[src/rtl/counter_updown_mod_pkg.sv]
// Shared types for the up/down modulo counter: per-cycle request decode.
package counter_updown_mod_pkg;

  typedef enum logic [2:0] {
    REQ_NONE,
    REQ_LOAD,
    REQ_HOLD,
    REQ_UP,
    REQ_DOWN
  } req_e;

  function automatic req_e decode_req(input logic load, input logic inc, input logic dec);
    if (load)            return REQ_LOAD;
    else if (inc && dec) return REQ_HOLD;
    else if (inc)        return REQ_UP;
    else if (dec)        return REQ_DOWN;
    else                 return REQ_NONE;
  endfunction

endpackage

[src/rtl/counter_updown_mod_edge_detect.sv]
// Rising-edge one-shot: pulse is high for the cycle in which level first goes high.
module edge_detect_rise (
  input  logic clock,
  input  logic reset,
  input  logic level,
  output logic pulse
);

  logic level_prev;

  always_ff @(posedge clock or negedge reset) begin
    if (!reset) level_prev <= 1'b0;
    else        level_prev <= level;
  end

  // Combinational from the live input so the front end adds no latency.
  assign pulse = level & ~level_prev;

endmodule

[src/rtl/counter_updown_mod.sv]
// Up/down modulo-N counter with clamped load, wrap/saturate bounds, terminal pulse
// and sticky overflow/underflow flags; optional rising-edge request qualification.
module counter_updown_mod
  import counter_updown_mod_pkg::*;
#(
  parameter int unsigned WIDTH     = 8,
  parameter int unsigned MODULUS   = 256,
  parameter int unsigned EDGE_MODE = 0
) (
  input  logic             clock,
  input  logic             reset,
  input  logic             increment,
  input  logic             decrement,
  input  logic             load,
  input  logic [WIDTH-1:0] load_value,
  input  logic             saturate,
  input  logic             clear_flags,
  output logic [WIDTH-1:0] count,
  output logic             terminal,
  output logic             overflow,
  output logic             underflow
);

  localparam logic [WIDTH-1:0] MAX_COUNT = WIDTH'(MODULUS - 1);

  if (MODULUS < 2 || MODULUS > (2 ** WIDTH)) begin : g_bad_modulus
    $error("counter_updown_mod: MODULUS must satisfy 2 <= MODULUS <= 2**WIDTH");
  end

  logic inc_q;
  logic dec_q;

  if (EDGE_MODE != 0) begin : g_edge
    edge_detect_rise u_inc_edge (
      .clock (clock),
      .reset (reset),
      .level (increment),
      .pulse (inc_q)
    );
    edge_detect_rise u_dec_edge (
      .clock (clock),
      .reset (reset),
      .level (decrement),
      .pulse (dec_q)
    );
  end else begin : g_level
    assign inc_q = increment;
    assign dec_q = decrement;
  end

  req_e             req;
  logic [WIDTH-1:0] count_next;
  logic             terminal_next;
  logic             ovf_set;
  logic             unf_set;
  logic [WIDTH-1:0] load_clamped;

  // Clamp compare is one bit wider so load_value never truncates against MAX_COUNT.
  assign load_clamped = ({1'b0, load_value} > {1'b0, MAX_COUNT}) ? MAX_COUNT : load_value;

  always_comb begin
    req           = decode_req(load, inc_q, dec_q);
    count_next    = count;
    terminal_next = 1'b0;
    ovf_set       = 1'b0;
    unf_set       = 1'b0;
    case (req)
      REQ_LOAD: count_next = load_clamped;
      REQ_UP: begin
        if (count < MAX_COUNT) begin
          count_next = count + 1'b1;
        end else begin
          count_next    = saturate ? MAX_COUNT : '0;
          terminal_next = 1'b1;
          ovf_set       = 1'b1;
        end
      end
      REQ_DOWN: begin
        if (count != '0) begin
          count_next = count - 1'b1;
        end else begin
          count_next    = saturate ? '0 : MAX_COUNT;
          terminal_next = 1'b1;
          unf_set       = 1'b1;
        end
      end
      default: count_next = count;
    endcase
  end

  always_ff @(posedge clock or negedge reset) begin
    if (!reset) begin
      count     <= '0;
      terminal  <= 1'b0;
      overflow  <= 1'b0;
      underflow <= 1'b0;
    end else begin
      count     <= count_next;
      terminal  <= terminal_next;
      overflow  <= ovf_set | (overflow & ~clear_flags);
      underflow <= unf_set | (underflow & ~clear_flags);
    end
  end

endmodule

[config.mk]
export PLATFORM = sky130hd
export DESIGN_NAME = counter_updown_mod
export DESIGN_NICKNAME = d
export VERILOG_FILES = /design/src/rtl/counter_updown_mod_pkg.sv /design/src/rtl/counter_updown_mod_edge_detect.sv /design/src/rtl/counter_updown_mod.sv
export SDC_FILE = /design/constraint.sdc
export NUM_CORES = 1
export LEC_CHECK = 0
export BUFFER_PORTS_ARGS = -buffer_cell sky130_fd_sc_hd__buf_2
export CAP_MARGIN = 20
export CORE_MARGIN = 3
export CORE_UTILIZATION = 40
export CTS_BUF_LIST = sky130_fd_sc_hd__clkbuf_4
export CTS_CLUSTER_SIZE = 25
export DETAILED_ROUTE_END_ITERATION = 10
export PLACE_DENSITY = 0.77
export SYNTH_ARGS = -nofsm -noshare
export SYNTH_HDL_FRONTEND = slang
export SYNTH_HIERARCHICAL = 1
export SYNTH_SLANG_ARGS = --single-unit
[constraint.sdc]
create_clock -name clock -period 1.9 [get_ports clock]
set_input_delay 0.475 -clock clock [delete_from_list [all_inputs] [get_ports clock]]
set_output_delay 0.475 -clock clock [all_outputs]
set_load 0.02 [all_outputs]
# ---- Word level (Yosys, flattened, before mapping)
# Cells that the tools add are included.
dict set report word_totals {
  word_cells 32
  in_bits 15
  out_inout_bits 11
  register_bits 11
}
dict set report classes {
  eq_ne 3
  n_reduce_logical 3
  addsub 2
  bitwise 5
  muxes 14
  n_lt_le_gt_ge 1
}
# operator count
set op_table {}
lappend op_table {{two-way mux 8 bit} 4}
lappend op_table {{case mux 8 bit (3 select lines)} 1}
lappend op_table {{two-way mux 3 bit} 4}
lappend op_table {{adder 8 x 1 -> 8 bit (second input constant)} 1}
lappend op_table {{less-than comparator 8 bit (second input constant)} 1}
lappend op_table {{nonzero test 8 bit} 1}
lappend op_table {{subtractor 8 x 1 -> 8 bit (second input constant)} 1}
lappend op_table {{two-way mux 1 bit} 4}
lappend op_table {{equality test 3 x 1 -> 1 bit (second input constant)} 1}
lappend op_table {{equality test 3 x 2 -> 1 bit (second input constant)} 1}
lappend op_table {{equality test 3 bit (second input constant)} 1}
lappend op_table {{nonzero test 3 bit} 1}
lappend op_table {{AND 1 bit} 2}
lappend op_table {{bitwise OR 1 bit} 2}
lappend op_table {{case mux 1 bit (2 select lines)} 1}
lappend op_table {{logical AND 1 bit} 1}
lappend op_table {{NOT 1 bit} 1}

# ---- Longest topological paths before layout
# Gate-level depths: netlist of the first run.
dict set report logic_depth {
  word_depth 7
  depth_mapped 9
  mapped_depth_nobuf 7
}

# ---- Worst setup path after synthesis of the first run
# No wires, ideal clock.
dict set report synth_path {
  path_type {register to register}
  from {register count[0]}
  to {register count[2]}
  setup_time_ps 126
  period_less_slack_ps 2018
  path_buffers 2
  setup_slack_ps -118
  arrival_time_ps 1892
  stages_incl_launch_ff 9
  path_cell_list {dfrtp_1 -> clkbuf_1 -> inv_1 -> ha_1 -> clkbuf_1 -> xor2_1 -> a32o_1 -> o21a_1 -> o32a_1}
}
dict set report synth_between {
  elab_chain_cells 3
  elab_cells_between_ends 7
}
# item line
set synth_rtl {}
lappend synth_rtl {{from (decl)} counter_updown_mod.sv:18} ;# output logic [WIDTH-1:0] count,
lappend synth_rtl {{from (signal assigned)} counter_updown_mod.sv:98} ;# count <= count_next;
lappend synth_rtl {{subtractor 8 x 1 -> 8 bit, or another cell as far along} counter_updown_mod.sv:80} ;# count_next = count - 1'b1;
lappend synth_rtl {{two-way mux 8 bit, on equally long branches} {counter_updown_mod.sv:79, counter_updown_mod.sv:70}}
lappend synth_rtl {{case mux 8 bit (3 select lines) *} counter_updown_mod.sv:67} ;# case (req)
# Every way passes the cells marked *; elsewhere a longest branch is shown, timed or not.
# A chain may end at the register's enable or synchronous reset.

# ---- Worst setup path after layout of the first run
dict set report layout_path {
  from {register count[2]}
  to {register count[6]}
}
# The elaborated chain is that of the path after synthesis.

==> results.txt, run 1 <==
P per Cell Area = 692.6 mW/mm^2
Mapped Nets = 139
drt initial violations = 51
vias = 1087
multi-input gate area in the final layout = 661.9 sq um
CTS Buf Count = 3
largest net degree at the start of global routing = 15
Storage cell area = 276.5 sq um
final cell count without fillers = 183
Yosys warning count = 6
layout cells sized above 1 = 33.55%
core footprint = 0.002297 sq mm
vias per cell = 5.940
post-synthesis cell count = 122
Port Buffers = 25
crit end category = register
max-cap viol count = 0
total clock sinks = 11
Initial Utilization = 43.79%
final WL = 2.941 mm
Worst Path Required = 2.13 ns
GP Congestion = 1.004
initial antenna violation count = 0
routed wire length per instance = 16.07 um
crit path cell chain = or4_4 > nor4b_1 > o21ai_1 > o211a_1 > a21oi_2
Period minus WS final = 1.845 ns
worst-margin pin slew = 0.3783 ns
Antenna Nets Post-Route = 0
final worst-path cycle share = 97.13%
worst hold slack = 0.04821 ns
Worst slew margin = 74.78%
Synth Flop Type = dfrtp_1
Synth async-reset ratio = 100.0%
Critical Path Fanout Max = 8
post-synthesis sequential area ratio = 27.36%
I/O pins = 26
CTS tree = yes
Setup Buffers After CTS = 0
TritonRoute pass-1 iters = 4
RSZ-0062 raised after global routing = false
outcome = complete, no violations
DP Cell Count = 179
synthesis-stage register bit count = 11
Setup TNS = 0 ns
Largest stage delay, worst path = 0.59 ns
DIE AREA = 0.003153 sq mm
GR Util All Layers = 20.12%
Max Clk Rate = 541.9 MHz
crit path launch type = register
post_cts resized = 0
mapped cell area = 0.001006 sq mm
worst vdd rail ir drop = 0.0002978 V
Clk Latency, worst-skew pair = 0.29 ns
commonest non-fill, non-tap cell in the layout = buf_2
CTS Root Cell = clkbuf_4
Min-Delay Path Class = in2async
first-pass GRT wire length = 5.057 mm
fin. max-slew vios = 0
clock-pin slew on the worst setup and hold paths = 0.10 ns
H-tree depth = 1
most frequent cells in the layout = buf_2 (25), buf_4 (14), a21oi_1 (12), dfrtp_1 (10), nand2_1 (9)
final core occ = 54.85%
Final HPWL DP = 2.184 mm
setup ws final = 0.05456 ns
Hold Vio Cnt, Final = 0
worst slack, placed = 0.04935 ns
grt total ovfl = 0
CP max-delay cell = or4_4
CTS hold repair buffers = 0
DRC viols = 0
Crit Path Class = reg2reg
Pleak = 0.5593 nW
Max Root-Sink Buffers = 2
number of enable flip-flop cells after synthesis = 0
synth unique cells = 46
fin nets = 173
Area Growth Syn to Fin = 25.25%
Die W = 56.15 um
Top delay family on crit path = simple AND/OR/NAND/NOR gates
vias in the first global route = 1067
Ant. Diodes = 0
Clock Skews = 0.02401 ns
fillers = 217
syn avg cell area = 8.246 sq um
row count = 17
DIE HEIGHT = 56.15 um
Worst EP arrival = 2.07 ns
final setup fails = 0
worst path buffer plus inverter count = 0
[registers in the layout (all words and copies together) (netlist names)]
| register | cells |
|---|---|
| terminal | 1 |
| underflow | 1 |
| count | 8 |
| overflow | 1 |
[layout make-up]
class | count | share of cell area [%]
multi-input cells | 94 | 52.53
repair buffers | 39 | 18.27
well taps | 28 | 2.781
flip-flops and latches | 11 | 21.95
inverters | 7 | 2.085
clock buffers | 4 | 2.383
[per-stage QoR]
step	power (mW)	cell area (sq um)
3_5_place_dp	0.6792	1222
4_1_cts	0.8674	1252
6_report	0.8726	1260
3_3_place_gp	0.6739	1222
2_1_floorplan	0.5522	1008
5_1_grt	0.9274	1260
[cell families (layout without fill, tap and decap cells)]
| group | Yosys count | count (layout) | share of synthesized area (%) |
|---|---|---|---|
| simple gates | 47 | 47 | 30.72 |
| compound gates | 38 | 38 | 25.50 |
| buf+inv | 17 | 50 | 7.588 |
| flops | 11 | 11 | 27.36 |
| xor+xnor | 5 | 5 | 4.354 |
| fa+ha+maj | 2 | 2 | 2.487 |
| mux | 2 | 2 | 1.990 |
[path summary, 6_finish.rpt]
check / start / endpoint / slack (ns) / cells after the start
max: count[2] / count[6] / 0.05 / 5
min: reset / count[6] / 0.05 / 1
max reg2reg: count[2] / count[6] / 0.05 / 5
min reg2reg: underflow / underflow / 0.54 / 2
max in group asynchronous: reset / count[4] / 1.60 / 1
min in group clock: clear_flags / underflow / 0.38 / 2
[per-layer routing]
metal / vias up / wire (um) / GRT usage [%]
met5: - / 0 / 0
met4: 0 / 38 / 8.136
met3: 4 / 176 / 2.552
met2: 54 / 1447 / 33.39
met1: 505 / 1278 / 26.16
li1: 524 / - / -
[report_power, final]
| part | switching [mW] | leakage (nW) | internal (mW) | total [mW] |
|---|---|---|---|---|
| sequential | 0.0586 | 0.139 | 0.259 | 0.318 |
| combinational | 0.204 | 0.402 | 0.161 | 0.365 |
| clock | 0.0943 | 0.0184 | 0.0957 | 0.190 |
[worst reg2reg max path, delay by kind of cell (launching register included)]
kind / cells / cell delay, ns
AND/OR/NAND/NOR: 2 / 0.92
AO/OA/AOI/OAI: 3 / 0.37
flip-flops: 1 / 0.49
[synth_stat cells (all sizes together), types with 4 or more instances]
library cell	count	area, sq um
nand3	6	30.03
clkbuf	5	18.77
a21oi	13	68.82
nand2	9	33.78
dfrtp	11	275.3
inv	7	26.28
nor2	4	15.01
o22ai	4	25.02
nor4	4	40.04
o21ai	6	33.78
buf	5	31.28
(Power assumes the default switching activity.)
==> inputs of run 2 (changes only) <==
--- a/config.mk
+++ b/config.mk
@@ -13,6 +13,7 @@
 export CTS_CLUSTER_SIZE = 25
 export DETAILED_ROUTE_END_ITERATION = 10
 export PLACE_DENSITY = 0.77
+export SETUP_SLACK_MARGIN = 0.4
 export SYNTH_ARGS = -nofsm -noshare
 export SYNTH_HDL_FRONTEND = slang
 export SYNTH_HIERARCHICAL = 1
==> run 2 against run 1 <==
  * Final cell count increased by 13%
  * Fmax up 9.2%
  * Sequential power is essentially flat
  * First-iteration DRC count is 61% higher
==> results.txt, run 2 (synthesis gave the netlist of run 1 again) <==
outcome = complete, no violations
grt peak-use layer = met2
Max Root-Sink Buffers = 2 (unchanged)
Top delay family on crit path = simple AND/OR/NAND/NOR gates
layout cells sized above 1 = 52.51% (+19 points)
vias = 1241 (+14%)
final WL = 3.688 mm (+25%)
max-cap viol count = 0 (unchanged)
CTS Buf Count = 3 (unchanged)
largest net degree at the start of global routing = 15 (unchanged)
GR Util All Layers = 22.10% (+2.0 points)
Port Buffers = 25 (unchanged)
worst path buffer plus inverter count = 0 (unchanged)
most frequent cells in the layout = buf_4 (28), buf_2 (20), a21oi_1 (12), buf_6 (12), nand2_1 (9)
Area Growth Syn to Fin = 60.82%
Initial Utilization = 43.79% (unchanged)
DRC viols = 0 (unchanged)
Worst Path Required = 2.06 ns (-0.07 ns)
crit end category = register
grt met3 use = 6.032% (+3.5 points)
core footprint = 0.002297 sq mm (unchanged)
clock-pin slew on the worst setup and hold paths = 0.08 ns (-0.02 ns)
met1 Usage GRT = 27.17% (+1.0 points)
Worst EP arrival = 1.85 ns (-0.22 ns)
CTS Root Cell = clkbuf_4
Max Clk Rate = 591.9 MHz (+9.2%)
met2 global-route usage = 35.39% (+2.0 points)
DIE HEIGHT = 56.15 um (unchanged)
drt initial violations = 82 (+61%)
I/O pins = 26 (unchanged)
crit path cell chain = or4_4 > o21ai_4 > a21oi_1 > a211oi_1 > a21oi_1
row count = 17 (unchanged)
Antenna Nets Post-Route = 0 (unchanged)
CTS hold repair buffers = 0 (unchanged)
Ant. Diodes = 0 (unchanged)
fin. max-slew vios = 0 (unchanged)
commonest non-fill, non-tap cell in the layout = buf_4
fillers = 169 (-22%)
Die W = 56.15 um (unchanged)
Reg with most FFs = count
Final HPWL DP = 2.166 mm (-0.82%)
R2R setup slack = 0.21 ns (+0.16 ns)
CP max-delay cell = or4_4
P per Cell Area = 693.2 mW/mm^2 (about the same)
crit path launch type = register
worst-margin pin slew = 0.3733 ns (-0.004973 ns)
Reg-to-Reg End = count[0]
vias per cell = 5.995 (+0.93%)
Critical Path Fanout Max = 5 (-3)
Hold Vio Cnt, Final = 0 (unchanged)
Period minus WS final = 1.689 ns (-0.1560 ns)
Setup TNS = 0 ns (unchanged)
RSZ-0062 raised after global routing = true
total clock sinks = 11 (unchanged)
worst r2r src = count[2]
worst vdd rail ir drop = 0.0004437 V (+49%)
Largest stage delay, worst path = 0.57 ns (-0.02 ns)
Pleak = 0.7087 nW (+27%)
final setup fails = 0 (unchanged)
final worst-path cycle share = 88.92% (-8.2 points)
vias in the first global route = 1123 (+5.2%)
first-pass GRT wire length = 5.437 mm (+7.5%)
Min-Delay Path Class = in2async
DIE AREA = 0.003153 sq mm (unchanged)
Clk Latency, worst-skew pair = 0.28 ns (about the same)
Clock Skews = 0.006388 ns (-0.01763 ns)
Worst slew margin = 75.11% (+0.33 points)
max reg flops = 8 (unchanged)
routed wire length per instance = 17.82 um (+11%)
CTS tree = yes
Crit Path Class = reg2reg
R2R cell count = 5 (unchanged)
H-tree depth = 1 (unchanged)
Most common cell on crit path = a21oi_1
fin nets = 197 (+14%)
initial antenna violation count = 0 (unchanged)
worst hold slack = 0.05788 ns (+0.009674 ns)
grt total ovfl = 0 (unchanged)
GP Congestion = 0.9032 (-10%)
TritonRoute pass-1 iters = 5 (+1)
-- run 2: changes by cell type in the layout (fill, tap and decap cells not counted), sizes merged --
cell	before	now
buf	39	63
-- run 2: worst max path at each step --
stage	start	endpoint	slack, ns	cells past startpoint
2_1_floorplan	count[0]	count[2]	0.18	8
4_1_cts	count[4]	count[2]	0.22	5
3_5_place_dp	count[2]	count[0]	0.14	5
6_report	count[2]	count[0]	0.21	5
5_1_grt	count[2]	count[1]	0.12	6
3_3_place_gp	count[1]	count[1]	0.13	6
-- run 2: layout make-up --
type / count / area, sq um / area share [%]
clock buffer: 4 / 30.03 / 1.856
multi-input combinational: 94 / 744.5 / 46.02
timing repair buffer: 63 / 495.5 / 30.63
tap: 28 / 35.03 / 2.166
sequential: 11 / 284.0 / 17.56
inverter: 7 / 28.78 / 1.779
-- run 2: metrics by stage --
stage	utilization (%)	power [mW]	instance area (sq um)	std cells	setup WS, ns
floorplan	-	0.5952	1077	122	0.1799
global placement	53.76	0.6899	1235	176	0.1329
detailed placement	53.76	0.6943	1235	176	0.1430
CTS	64.87	1.017	1490	197	0.2151
global route	70.42	1.178	1618	207	0.1181
finish	70.42	1.122	1618	207	0.2106
-- run 2: worst register-to-register path, delay by kind of cell, from the launching register on --
family             cells  cell delay (ns)
DFF                    1             0.46
AOI/OAI and AO/OA      4             0.55
and+or+nand+nor        1             0.57
-- run 2: per-layer routing --
| layer | routed length, um | share of wire (%) | up-vias |
|---|---|---|---|
| met5 | 0 | 0 | - |
| met4 | 114 | 3.1 | 0 |
| met3 | 290 | 7.9 | 14 |
| met2 | 1775 | 48 | 77 |
| met1 | 1508 | 41 | 581 |
| li1 | - | - | 569 |
-- run 2: what timing repair did --
action | in CTS | in global routing
endpoints found under the setup margin | 13 | 16
pin swaps | 9 | 1
buffers inserted | 17 | 10
gates resized for setup | 21 | 12
-- run 2: report_power, final --
group	switching (mW)	internal (mW)	total [mW]
sequential	0.0539	0.264	0.317
combinational	0.291	0.324	0.614
clock	0.0939	0.0958	0.190
